`config.mk`:
```
export PLATFORM = sky130hd
export DESIGN_NAME = led_blink_code
export DESIGN_NICKNAME = d
export VERILOG_FILES = /design/src/rtl/led_blink_code.sv
export SDC_FILE = /design/constraint.sdc
export NUM_CORES = 1
export LEC_CHECK = 0
export ABC_AREA = 0
export CORE_MARGIN = 3
export CORE_UTILIZATION = 39
export DETAILED_ROUTE_END_ITERATION = 10
export PLACE_DENSITY_LB_ADDON = 0.15
export REMOVE_ABC_BUFFERS = 1
export SETUP_SLACK_MARGIN = 0.5
export SLEW_MARGIN = 20
export SYNTH_ARGS = -nofsm -noshare
export SYNTH_HDL_FRONTEND = slang
export SYNTH_SLANG_ARGS = --single-unit
```
`constraint.sdc`:
```
create_clock -name p_in_clk -period 3.2 [get_ports p_in_clk]
set_clock_uncertainty 0.1 [all_clocks]
set_input_delay 0.32 -clock p_in_clk [delete_from_list [all_inputs] [get_ports p_in_clk]]
set_output_delay 0.32 -clock p_in_clk [all_outputs]
set_load 0.005 [all_outputs]
```
`src/rtl/led_blink_code.sv`:
```
// Status-code LED sequencer: blinks the LED N times for status code N, then a dark pause, then repeats.
// Latency: the LED lights one clock after an enabled nonzero code is sampled in IDLE; all outputs are registered.
// Backpressure: none; advances only on 1 ms ticks, and dropping the enable aborts to IDLE on the next clock.
module led_blink_code #(
  parameter int G_CODE_W   = 4,
  parameter int G_ON_MS    = 200,
  parameter int G_OFF_MS   = 300,
  parameter int G_PAUSE_MS = 1500,
  parameter int G_CNT_W    = 16
) (
  input  logic                p_in_clk,
  input  logic                p_in_rst_n,
  input  logic                p_in_tick,
  input  logic                p_in_en,
  input  logic [G_CODE_W-1:0] p_in_code,
  output logic                p_out_led,
  output logic                p_out_busy,
  output logic                p_out_seq_done
);

  typedef enum logic [1:0] {
    ST_IDLE,
    ST_ON,
    ST_OFF,
    ST_PAUSE
  } state_t;

  // Terminal counts: a state ends on the tick that finds the counter at P-1,
  // so each timed state spans exactly P ticks counted after its entry edge.
  localparam logic [G_CNT_W-1:0]  ON_LAST    = G_CNT_W'(G_ON_MS - 1);
  localparam logic [G_CNT_W-1:0]  OFF_LAST   = G_CNT_W'(G_OFF_MS - 1);
  localparam logic [G_CNT_W-1:0]  PAUSE_LAST = G_CNT_W'(G_PAUSE_MS - 1);
  localparam logic [G_CNT_W-1:0]  CNT_ONE    = G_CNT_W'(1);
  localparam logic [G_CODE_W-1:0] PULSE_ONE  = G_CODE_W'(1);

  state_t              state;
  state_t              state_nxt;
  logic [G_CNT_W-1:0]  tick_cnt;
  logic [G_CNT_W-1:0]  tick_cnt_nxt;
  logic [G_CODE_W-1:0] pulse_cnt;
  logic [G_CODE_W-1:0] pulse_cnt_nxt;
  logic [G_CODE_W-1:0] code_lat;
  logic [G_CODE_W-1:0] code_lat_nxt;
  logic                done_nxt;
  logic [G_CNT_W-1:0]  last_cnt;
  logic                tick_last;

  // Select the terminal count of the current timed state and flag its final tick.
  always_comb begin
    last_cnt = PAUSE_LAST;
    case (state)
      ST_ON:   last_cnt = ON_LAST;
      ST_OFF:  last_cnt = OFF_LAST;
      default: last_cnt = PAUSE_LAST;
    endcase
    tick_last = p_in_tick && (tick_cnt == last_cnt);
  end

  // Next-state logic: enable drop wins over every tick-driven transition.
  always_comb begin
    state_nxt     = state;
    tick_cnt_nxt  = tick_cnt;
    pulse_cnt_nxt = pulse_cnt;
    code_lat_nxt  = code_lat;
    done_nxt      = 1'b0;

    if ((state != ST_IDLE) && !p_in_en) begin
      state_nxt     = ST_IDLE;
      tick_cnt_nxt  = '0;
      pulse_cnt_nxt = '0;
    end else begin
      case (state)
        ST_IDLE: begin
          // Start immediately on an enabled nonzero code; ticks here are ignored.
          if (p_in_en && (p_in_code != '0)) begin
            code_lat_nxt  = p_in_code;
            pulse_cnt_nxt = PULSE_ONE;
            tick_cnt_nxt  = '0;
            state_nxt     = ST_ON;
          end
        end

        ST_ON: begin
          if (tick_last) begin
            tick_cnt_nxt = '0;
            state_nxt    = ST_OFF;
          end else if (p_in_tick) begin
            tick_cnt_nxt = tick_cnt + CNT_ONE;
          end
        end

        ST_OFF: begin
          if (tick_last) begin
            tick_cnt_nxt = '0;
            // Equality against the latched code lets the all-ones code finish without wrapping.
            if (pulse_cnt == code_lat) begin
              state_nxt = ST_PAUSE;
            end else begin
              pulse_cnt_nxt = pulse_cnt + PULSE_ONE;
              state_nxt     = ST_ON;
            end
          end else if (p_in_tick) begin
            tick_cnt_nxt = tick_cnt + CNT_ONE;
          end
        end

        ST_PAUSE: begin
          if (tick_last) begin
            tick_cnt_nxt  = '0;
            pulse_cnt_nxt = '0;
            done_nxt      = 1'b1;
            state_nxt     = ST_IDLE;
          end else if (p_in_tick) begin
            tick_cnt_nxt = tick_cnt + CNT_ONE;
          end
        end

        default: begin
          state_nxt     = ST_IDLE;
          tick_cnt_nxt  = '0;
          pulse_cnt_nxt = '0;
        end
      endcase
    end
  end

  // State and counter registers.
  always_ff @(posedge p_in_clk or negedge p_in_rst_n) begin
    if (!p_in_rst_n) begin
      state     <= ST_IDLE;
      tick_cnt  <= '0;
      pulse_cnt <= '0;
      code_lat  <= '0;
    end else begin
      state     <= state_nxt;
      tick_cnt  <= tick_cnt_nxt;
      pulse_cnt <= pulse_cnt_nxt;
      code_lat  <= code_lat_nxt;
    end
  end

  // Outputs registered from the next state so they line up with the state change.
  always_ff @(posedge p_in_clk or negedge p_in_rst_n) begin
    if (!p_in_rst_n) begin
      p_out_led      <= 1'b0;
      p_out_busy     <= 1'b0;
      p_out_seq_done <= 1'b0;
    end else begin
      p_out_led      <= (state_nxt == ST_ON);
      p_out_busy     <= (state_nxt != ST_IDLE);
      p_out_seq_done <= done_nxt;
    end
  end

endmodule

```
==> flow_summary.ini <==
[outcome]
status = finished, final reports clean

[die]
core_area_sq_mm = 0.004173
design.die.area_sq_mm = 0.005335
start_util = 0.4201
io_pins = 11
fp.dieH_microns = 73.04
die_w_microns = 73.04
rows = 23

[power]
vdd_drop_max_v = 0.0002921
p_leak_nw = 0.8778
p_per_area_mw_per_mm2 = 574.9
power_mw = 1.167

[route]
routed_wl_microns = 3876
first_pass_iters = 4
viasPerCell = 5.760
wl_per_cell_microns = 15.50
drcViolationCount = 0
vias = 1440
ant_nets = 0
initialDrtViolationCount = 98

[placement]
portBuffers = 10
gp_congestion = 0.8460
hpwl_microns = 2875
dpl_worst_slack_ns = 0.4403
place_inst = 241
place_area_sq_mm = 0.001916

[cts]
clock_latency_ns = 0.27
clockBufferDepth = 2
cts_tree = yes
cts.clk_slew.worst_paths_ns = 0.06
cts.htree.levels = 2
cts_inserted_buffers = 5
cts-root-buf = clkbuf_8
clock-sinks = 29

[timing]
period_needed_ns = 2.584
fin_tns_setup_ns = 0
setup_ws_ns = 0.6162
worst-slew-pin-transition_ns = 0.7309
timing.final.crit_share = 0.8075
setup_viol = 0
timing.hold.ws_ns = 0.3282
rsz0062_at_grt = no
max_slew_margin = 0.5094
drv_slew = 0
hold_violations = 0
fmaxAchievable_ghz = 0.3870

[layout]
layout.nets = 214
final_common_cell = dfrtp_1
final_cell_mix = dfrtp_1, nand2_1, nor2_1, nand3_1, xor2_1
utilization = 0.4867
areaGrowthSynthToFinish_pct = 15.85
drive_gt1_frac = 0.1550
fin_cells = 250
num_antenna_cells = 0
final_area_sq_mm = 0.002031

[synth]
syn_area_sq_mm = 0.001753
synth_ff_type = dfrtp_1
netlist-cell-type-count = 49
ys.warnings.count = 0
avgSynthCellArea_sq_um = 9.579
synthCells = 183
ys_seq_elements = 29
synth-async-reset-ratio = 1.000
ys_seq_area_frac = 0.4140
synth_edf_count = 0

[critical_path]
worstPathMaxFanout = 5
start_kind = register
cp_data_arrival_time_ns = 2.65
required_ns = 3.26
end_kind = register
worstSetupPathType = register to register

[global_route]
grt_max_degree = 30
grt_pass1_vias = 1428
grt_util_all_layers = 0.1610
overflow = 0
antenna_found_initial = 0
grt_pass1_wl_microns = 6644

[job]
cap_violations = 0

[worst_hold_path]
hold_class = primary input to async pin
## path summary, 6_finish.rpt
| path | slack, ns | cells after the start | end | startpoint |
|---|---|---|---|---|
| hold / removal | 0.33 | 2 | p_out_seq_done | p_in_rst_n |
| setup reg to reg | 0.62 | 8 | pulse_cnt[3] | state[0] |
| min in group p_in_clk | 0.43 | 1 | code_lat[2] | code_lat[2] |
| setup / recovery | 0.62 | 8 | pulse_cnt[3] | state[0] |
| hold reg to reg | 0.43 | 1 | code_lat[2] | code_lat[2] |
| max in group asynchronous | 2.39 | 2 | tick_cnt[11] | p_in_rst_n |
## metal layers
layer  track usage  wire length, microns  vias to the layer above
li1              -                     -                      696
met1        0.2137                  1860                      718
met2        0.2512                  1840                       21
met3       0.04408                   128                        5
met4       0.05533                    46                        0
met5             0                     0                        -
## power by group
| group | total [mW] | leakage (nW) | switching, mW | internal, mW |
|---|---|---|---|---|
| Clock | 0.302 | 0.0443 | 0.131 | 0.170 |
| Sequential | 0.472 | 0.387 | 0.0461 | 0.426 |
| Combinational | 0.394 | 0.447 | 0.218 | 0.176 |
## timing repair
action | in CTS | in global routing
setup endpoints to repair | 2 | 4
gates resized for setup | 1 | 3
buffers inserted | 1 | 1
pin swaps | 1 | 2
cloned | 0 | 0
hold buffers | 0 | 0
## Yosys cell counts, types with 4 or more instances
| cell | number | area, sq um |
|---|---|---|
| inv_1 | 6 | 22.52 |
| nor2_1 | 14 | 52.55 |
| dfrtp_1 | 29 | 725.7 |
| nand4_1 | 6 | 37.54 |
| mux2_2 | 4 | 45.04 |
| nand3_1 | 11 | 55.05 |
| ha_1 | 6 | 75.07 |
| xor2_1 | 11 | 96.34 |
| xnor2_1 | 6 | 52.55 |
| clkbuf_1 | 4 | 15.01 |
| nand2_1 | 23 | 86.33 |
| o21ai_0 | 5 | 25.02 |
| and3_1 | 5 | 31.28 |
## worst max-delay path: stages (launching register included)
cell and delay [ns]:
dfrtp_1 0.41, inv_1 0.09, ha_1 0.30, or3b_2 0.46, a222oi_1 0.32, buf_4 0.18, o211ai_2 0.09, and2_4 0.19
o32a_1 0.34
## cell families after synthesis
family                   count (synthesis)  share of synthesized area
flip-flops                              29                     0.4140
buffers and inverters                   10                    0.02141
adder cells (fa/ha/maj)                  6                    0.04283
AO/OA/AOI/OAI                           27                     0.1149
multiplexers                             6                    0.04068
AND/OR/NAND/NOR                         88                     0.2812
XOR/XNOR                                17                    0.08494
## cell type report
class | instances | area [sq um]
clock buffer | 7 | 86.33
fill | 397 | 2142
inverter | 6 | 22.52
multi-input combinational | 144 | 1003
sequential | 29 | 725.7
tap | 50 | 62.56
timing repair buffer | 14 | 130.1
## state kept, by name, summed over array words and instances (netlist names)
signal,count
pulse_cnt,4
p_out_seq_done,1
p_out_busy,1
p_out_led,1
tick_cnt,16
code_lat,4
state,2
No activity file was read; power rests on OpenSTA's default activity.
